## src/rtl/fpu_pkg.sv

```systemverilog
// -----------------------------------------------------------------------------
// fpu_pkg -- constants and types that the FPU datapath blocks share.
//
// Packed float format: {sign, exp[EXP_W-1:0], frac[FRAC_W-1:0]}. The exponent
// is biased by BIAS, and the hidden leading one is not stored in frac.
// Status word layout: {overflow, underflow, inexact, zero}.
// -----------------------------------------------------------------------------
package fpu_pkg;

  localparam int EXP_W     = 10;
  localparam int FRAC_W    = 21;
  localparam int BIAS      = (1 << (EXP_W - 1)) - 1;   // 511
  localparam int EXP_MAX   = (1 << EXP_W) - 1;         // all-ones exponent = infinity
  localparam int MANT_IN_W = 48;
  localparam int IN_EXP_W  = 12;
  localparam int FLOAT_W   = 1 + EXP_W + FRAC_W;       // 32

  typedef struct packed {
    logic              sign;
    logic [EXP_W-1:0]  exp;
    logic [FRAC_W-1:0] frac;
  } fp_word_t;

  // Bit positions inside the 4-bit status word.
  localparam int STAT_OVF  = 3;
  localparam int STAT_UNF  = 2;
  localparam int STAT_INX  = 1;
  localparam int STAT_ZERO = 0;

  typedef enum logic [1:0] {
    S_IDLE  = 2'd0,
    S_NORM  = 2'd1,
    S_ROUND = 2'd2,
    S_PACK  = 2'd3
  } enc_state_t;

endpackage

```

## src/rtl/fpu_round.sv

```systemverilog
// -----------------------------------------------------------------------------
// fpu_round -- combinational rounding step for a normalized significand.
//
// Ports:
//   sig     in  FRAC_W+1  normalized significand including the hidden one
//   guard   in  1         first bit below the lsb
//   sticky  in  1         OR of every bit below guard
//   sum     out FRAC_W+2  sig plus the rounding increment; the top bit is the
//                         carry-out that forces a renormalizing right shift
//   inc     out 1         rounding increment applied
//   inexact out 1         any discarded bit was non-zero
//
// Build option: FP_ENCODER_RNE_EN -- when defined, round-to-nearest-even;
// when undefined, truncate (inc is always 0, inexact still reported).
// -----------------------------------------------------------------------------
module fpu_round
  import fpu_pkg::*;
(
  input  logic [FRAC_W:0]   sig,
  input  logic              guard,
  input  logic              sticky,
  output logic [FRAC_W+1:0] sum,
  output logic              inc,
  output logic              inexact
);

`ifdef FP_ENCODER_RNE_EN
  // Round up above the halfway point, or exactly at it when that makes the lsb even.
  assign inc = guard & (sticky | sig[0]);
`else
  assign inc = 1'b0;
`endif

  assign sum     = {1'b0, sig} + (FRAC_W + 2)'(inc);
  assign inexact = guard | sticky;

endmodule

```

## src/rtl/fp_encoder.sv

```systemverilog
// -----------------------------------------------------------------------------
// fp_encoder -- sequential pack/normalize stage of the FPU.
//
// Takes an unpacked result (sign, unsigned magnitude, signed unbiased exponent,
// value = in_mant * 2^(in_exp - FRAC_W)) and produces a packed 32-bit float
// {sign, exp[9:0], frac[20:0]}. It normalizes one bit per clock, then rounds,
// handles exceptions and packs.
//
// Ports:
//   clock_100Khz in  1          clock
//   reset        in  1          asynchronous, active-low
//   in_valid     in  1          operand valid (ignored unless idle)
//   in_ready     out 1          high only while idle
//   in_sign      in  1          result sign
//   in_mant      in  MANT_IN_W  unsigned magnitude
//   in_exp       in  IN_EXP_W   signed unbiased exponent
//   data_out     out 32         packed float, held until the next result
//   out_valid    out 1          one-cycle pulse when data_out/status_out update
//   status_out   out 4          {overflow, underflow, inexact, zero}
//
// Build option: FP_ENCODER_RNE_EN selects round-to-nearest-even in fpu_round;
// without it the result truncates. Latency is the same either way.
// -----------------------------------------------------------------------------
module fp_encoder
  import fpu_pkg::*;
(
  input  logic                 clock_100Khz,
  input  logic                 reset,
  input  logic                 in_valid,
  output logic                 in_ready,
  input  logic                 in_sign,
  input  logic [MANT_IN_W-1:0] in_mant,
  input  logic [IN_EXP_W-1:0]  in_exp,
  output logic [FLOAT_W-1:0]   data_out,
  output logic                 out_valid,
  output logic [3:0]           status_out
);

  // Two extra bits so normalization shifts can never wrap the exponent.
  localparam int EW = IN_EXP_W + 2;
  localparam logic signed [EW-1:0] ONE_X   = EW'(1);
  localparam logic signed [EW-1:0] BIAS_X  = EW'(BIAS);
  localparam logic signed [EW-1:0] E_MAX_X = EW'(EXP_MAX);

  enc_state_t              state;
  logic [MANT_IN_W-1:0]    mant;
  logic signed [EW-1:0]    exp_r;
  logic                    sign_r;
  logic                    guard;
  logic                    sticky;
  logic                    inexact;
  logic                    is_zero;

  logic [FRAC_W+1:0]       rnd_sum;
  logic                    rnd_inc;
  logic                    rnd_inexact;

  logic signed [EW-1:0]    exp_biased;
  fp_word_t                pack_word;
  logic [3:0]              pack_status;

  assign in_ready = (state == S_IDLE);

  fpu_round u_round (
    .sig     (mant[FRAC_W:0]),
    .guard   (guard),
    .sticky  (sticky),
    .sum     (rnd_sum),
    .inc     (rnd_inc),
    .inexact (rnd_inexact)
  );

  assign exp_biased = exp_r + BIAS_X;

  // NOTE: every output of a combinational block gets a default first, so no
  // path leaves it unassigned and no latch is inferred.
  always_comb begin
    pack_word      = '0;
    pack_status    = '0;
    pack_word.sign = sign_r;
    // Zero is checked first so a zero operand never reports overflow or
    // underflow because of whatever exponent it arrived with.
    if (is_zero) begin
      pack_status[STAT_ZERO] = 1'b1;
    end else if (exp_biased >= E_MAX_X) begin
      pack_word.exp          = '1;
      pack_status[STAT_OVF]  = 1'b1;
      pack_status[STAT_INX]  = inexact;
    end else if (exp_biased <= 0) begin
      pack_status[STAT_UNF]  = 1'b1;
      pack_status[STAT_INX]  = 1'b1;
    end else begin
      pack_word.exp          = exp_biased[EXP_W-1:0];
      pack_word.frac         = mant[FRAC_W-1:0];
      pack_status[STAT_INX]  = inexact;
    end
  end

  // NOTE: state registers are updated with non-blocking assignments so every
  // register samples the pre-edge values regardless of statement order.
  always_ff @(posedge clock_100Khz or negedge reset) begin
    if (!reset) begin
      state      <= S_IDLE;
      mant       <= '0;
      exp_r      <= '0;
      sign_r     <= 1'b0;
      guard      <= 1'b0;
      sticky     <= 1'b0;
      inexact    <= 1'b0;
      is_zero    <= 1'b0;
      data_out   <= '0;
      status_out <= '0;
      out_valid  <= 1'b0;
    end else begin
      out_valid <= 1'b0;
      unique case (state)
        S_IDLE: begin
          if (in_valid) begin
            mant    <= in_mant;
            exp_r   <= {{2{in_exp[IN_EXP_W-1]}}, in_exp};
            sign_r  <= in_sign;
            guard   <= 1'b0;
            sticky  <= 1'b0;
            inexact <= 1'b0;
            is_zero <= 1'b0;
            state   <= S_NORM;
          end
        end

        S_NORM: begin
          if (mant == '0) begin
            is_zero <= 1'b1;
            state   <= S_PACK;
          end else if (|mant[MANT_IN_W-1:FRAC_W+1]) begin
            // Too wide: drop the lsb into guard, fold the old guard into sticky.
            mant   <= mant >> 1;
            exp_r  <= exp_r + ONE_X;
            sticky <= sticky | guard;
            guard  <= mant[0];
          end else if (!mant[FRAC_W]) begin
            // Only reachable with no prior right shift, so guard/sticky are 0
            // and no discarded bits are shifted back in.
            mant  <= mant << 1;
            exp_r <= exp_r - ONE_X;
          end else begin
            state <= S_ROUND;
          end
        end

        S_ROUND: begin
          inexact <= rnd_inexact;
          if (rnd_sum[FRAC_W+1]) begin
            // Increment carried out of 1.111..1; the shifted-out bit is 0.
            mant  <= MANT_IN_W'(rnd_sum >> 1);
            exp_r <= exp_r + ONE_X;
          end else begin
            mant  <= MANT_IN_W'(rnd_sum);
          end
          state <= S_PACK;
        end

        S_PACK: begin
          data_out   <= pack_word;
          status_out <= pack_status;
          out_valid  <= 1'b1;
          state      <= S_IDLE;
        end

        default: state <= S_IDLE;
      endcase
    end
  end

endmodule

```

## config.mk

```make
export PLATFORM = sky130hd
export DESIGN_NAME = fp_encoder
export DESIGN_NICKNAME = d
export VERILOG_FILES = /design/src/rtl/fpu_pkg.sv /design/src/rtl/fpu_round.sv /design/src/rtl/fp_encoder.sv
export SDC_FILE = /design/constraint.sdc
export NUM_CORES = 1
export LEC_CHECK = 0
export BUFFER_PORTS_ARGS = -buffer_cell sky130_fd_sc_hd__buf_4
export CAP_MARGIN = 20
export CORE_MARGIN = 2
export CORE_UTILIZATION = 55
export DETAILED_ROUTE_END_ITERATION = 10
export HOLD_SLACK_MARGIN = 0.06
export PLACE_DENSITY_LB_ADDON = 0.12
export SLEW_MARGIN = 20
export SYNTH_ARGS = -nofsm -noshare
export SYNTH_HDL_FRONTEND = slang
export SYNTH_HIERARCHICAL = 1
export SYNTH_SLANG_ARGS = --single-unit
```

## constraint.sdc

```tcl
create_clock -name clock_100Khz -period 4.6 [get_ports clock_100Khz]
set_input_delay 0.46 -clock clock_100Khz [delete_from_list [all_inputs] [get_ports clock_100Khz]]
set_output_delay 0.46 -clock clock_100Khz [all_outputs]
set_load 0.01 [all_outputs]
```

==> qor.yml <==
grt_pass1_wl_mm: 30.25
syn_to_final_growth_pct: 12.27
slew_headroom_pct: 32.66
slowest_stage: "o21bai_4"
cts_tree: "yes"
wl_mm: 18.74
worst-path-buf-inv: 1
finalCritPeriodShare_pct: 71.81
routed.top_layer: "met4"
grt_max_degree: 74
syn_avg_cell_area_um2: 8.472
met2_length_mm: 9.103
max_stage_delay_ps: 660
hold_path_class: "input pin to async pin"
p_per_area_nw_per_um2: 795.3
hpwl_mm: 12.51
clock-sinks: 106
criticalPathCategory: "flip-flop to flip-flop"
wl_per_cell_um: 18.59
holdBufCountCts: 0
cts.path.max_buffers: 2
crit_path_max_fanout: 61
grt_pass1_vias: 5918
p_sw_share_pct: 48.47
fmax_mhz: 302.7
cts_buffers: 9
p_int_w: 0.003130
syn_inst: 803
p_sw_w: 0.002944
final_nets: 906
cp.required_ps: 4840
critPathCaptureType: "flip-flop"
port_buffers: 101
power_w: 0.006074
placed_area_um2: 7342
hold_violations: 0
gp_congestion: 0.9736
met1_length_mm: 8.004
yosysWarnings: 6
synth_fp_nets: 874
setup_tns_ps: 0
num_antenna_cells: 0
dieArea_um2: 13270
pwr-share-seq_pct: 32.0
post_cts_buffers: 0
start_kind: "flip-flop"
drtPass1Iterations: 5
die_h_um: 115.2
num_vias: 6303
rr_startpoint: "mant[7]"
ir_drop_uv: 419.2
row_count: 40
h-tree-depth: 3
power_frac_clock_pct: 12.7
fin_skew_ps: 5.852
final_util_pct: 63.32
final_antenna_net_count: 0
initial_core_util_pct: 56.40
clkTransAtPathRegs_ps: 70
die_w_um: 115.2
root_buffer: "clkbuf_16"
total_leakage_power_nw: 3.305
r2r_cells: 7
finalInstanceArea_um2: 7637
grt_setup_unrepaired: "false"
avgViaCountPerCell: 6.253
route.met3.wl_mm: 1.199
antenna_found_initial: 0
ctsResizeCount: 0
overflow: 0
cp_data_arrival_time_ps: 3540
dr.first_iter.drc_count: 594
drc_errors: 0
worstPathCellList: "nor4_1 > nand4_1 > o41a_1 > o21bai_4 > buf_4 > a21oi_1 > mux2_2"
netlist_area_um2: 6803
drv_cap: 0
outcome: "finished clean"
power_frac_comb_pct: 55.3
rrSetupSlack_ps: 1300
setup_viol: 0
ios: 102
worst_pin_slew_ps: 1007
fin_crit_ps: 3303
clk_latency_ps: 350
grt.total_usage_pct: 28.75
cp_top_family: "compound AO/OA/AOI/OAI gates"
drive_gt1_share_pct: 17.74
coreArea_um2: 12060
r2r-end: "exp_r[9]"
maxSlewViolCount: 0
## cells in the final DEF, fill, tap and decap left out, drive strengths merged, types with 3 or more instances in the layout
cell type and n:
buf 111, o21ai 110, nand2 107, dfrtp 106
nor2 54, a21oi 46, o31ai 28, mux2i 25
a22o 25, nor4 18, xnor2 17, inv 16
a22oi 16, nand3 14, a31oi 14, and3 14
nor3 13, clkbuf 13, nand4 8, a2bb2oi 7
ha 7, or4 5, xor2 5, a21o 4
mux2 4, or2 4, nor4b 4, clkinv 4
o211ai 3
## per-stage QoR
| stage | cells | hold slack (ps) | setup WS (ps) |
|---|---|---|---|
| after detailed placement | 992 | 481.6 | 1413 |
| after CTS | 1008 | 248.6 | 1337 |
| after global placement | 992 | 479.6 | 1405 |
| after floorplan | 803 | 164.4 | 2042 |
| final | 1008 | 213.9 | 1297 |
| after global routing | 1008 | 279.8 | 1104 |
## power groups by stage
| stage | clock network (W) | registers (W) | logic, W |
|---|---|---|---|
| finish | 0.000771 | 0.00194 | 0.00336 |
| global route | 0.000826 | 0.00201 | 0.00375 |
| CTS | 0.000781 | 0.00193 | 0.00334 |
| detailed placement | 0 | 0.00195 | 0.00332 |
| global placement | 0 | 0.00192 | 0.00323 |
| floorplan | 0 | 0.00173 | 0.00273 |
## sequential cells by signal, summed over array words and instances (netlist names)
register / flops
data_out: 32
exp_r: 14
guard: 1
inexact: 1
is_zero: 1
mant: 48
out_valid: 1
sign_r: 1
state: 2
status_out: 4
sticky: 1
## final cells by class
class / instances / area (um2)
Sequential cell: 106 / 2653
Fill cell: 1055 / 4424
Tap cell: 168 / 210.2
Multi-Input combinational cell: 590 / 3585
Clock buffer: 13 / 270.3
Clock inverter: 3 / 22.52
Timing Repair Buffer: 111 / 833.3
Inverter: 17 / 63.81
## metal layers
metal | vias up | global-route usage [%]
li1 | 2965 | -
met1 | 3048 | 39.40
met2 | 257 | 46.39
met3 | 33 | 4.164
met4 | 0 | 10.92
met5 | - | 0
## worst max-delay path by stage
stage                     slack (ps)     start  cells past startpoint           end
after CTS                       1340   mant[7]                      7      exp_r[9]
after floorplan                 2040  exp_r[0]                     10  data_out[12]
after global placement          1410   mant[7]                      7      exp_r[9]
final                           1300   mant[7]                      7      exp_r[9]
after global routing            1100  mant[43]                      7     exp_r[11]
after detailed placement        1410   mant[7]                      7      exp_r[9]
## worst reg2reg max path: stages (launching register included)
cell	delay, ps
dfrtp_1	450
nor4_1	460
nand4_1	190
o41a_1	470
o21bai_4	660
buf_4	550
a21oi_1	120
mux2_2	290
No activity file was read; power rests on OpenSTA's default activity.
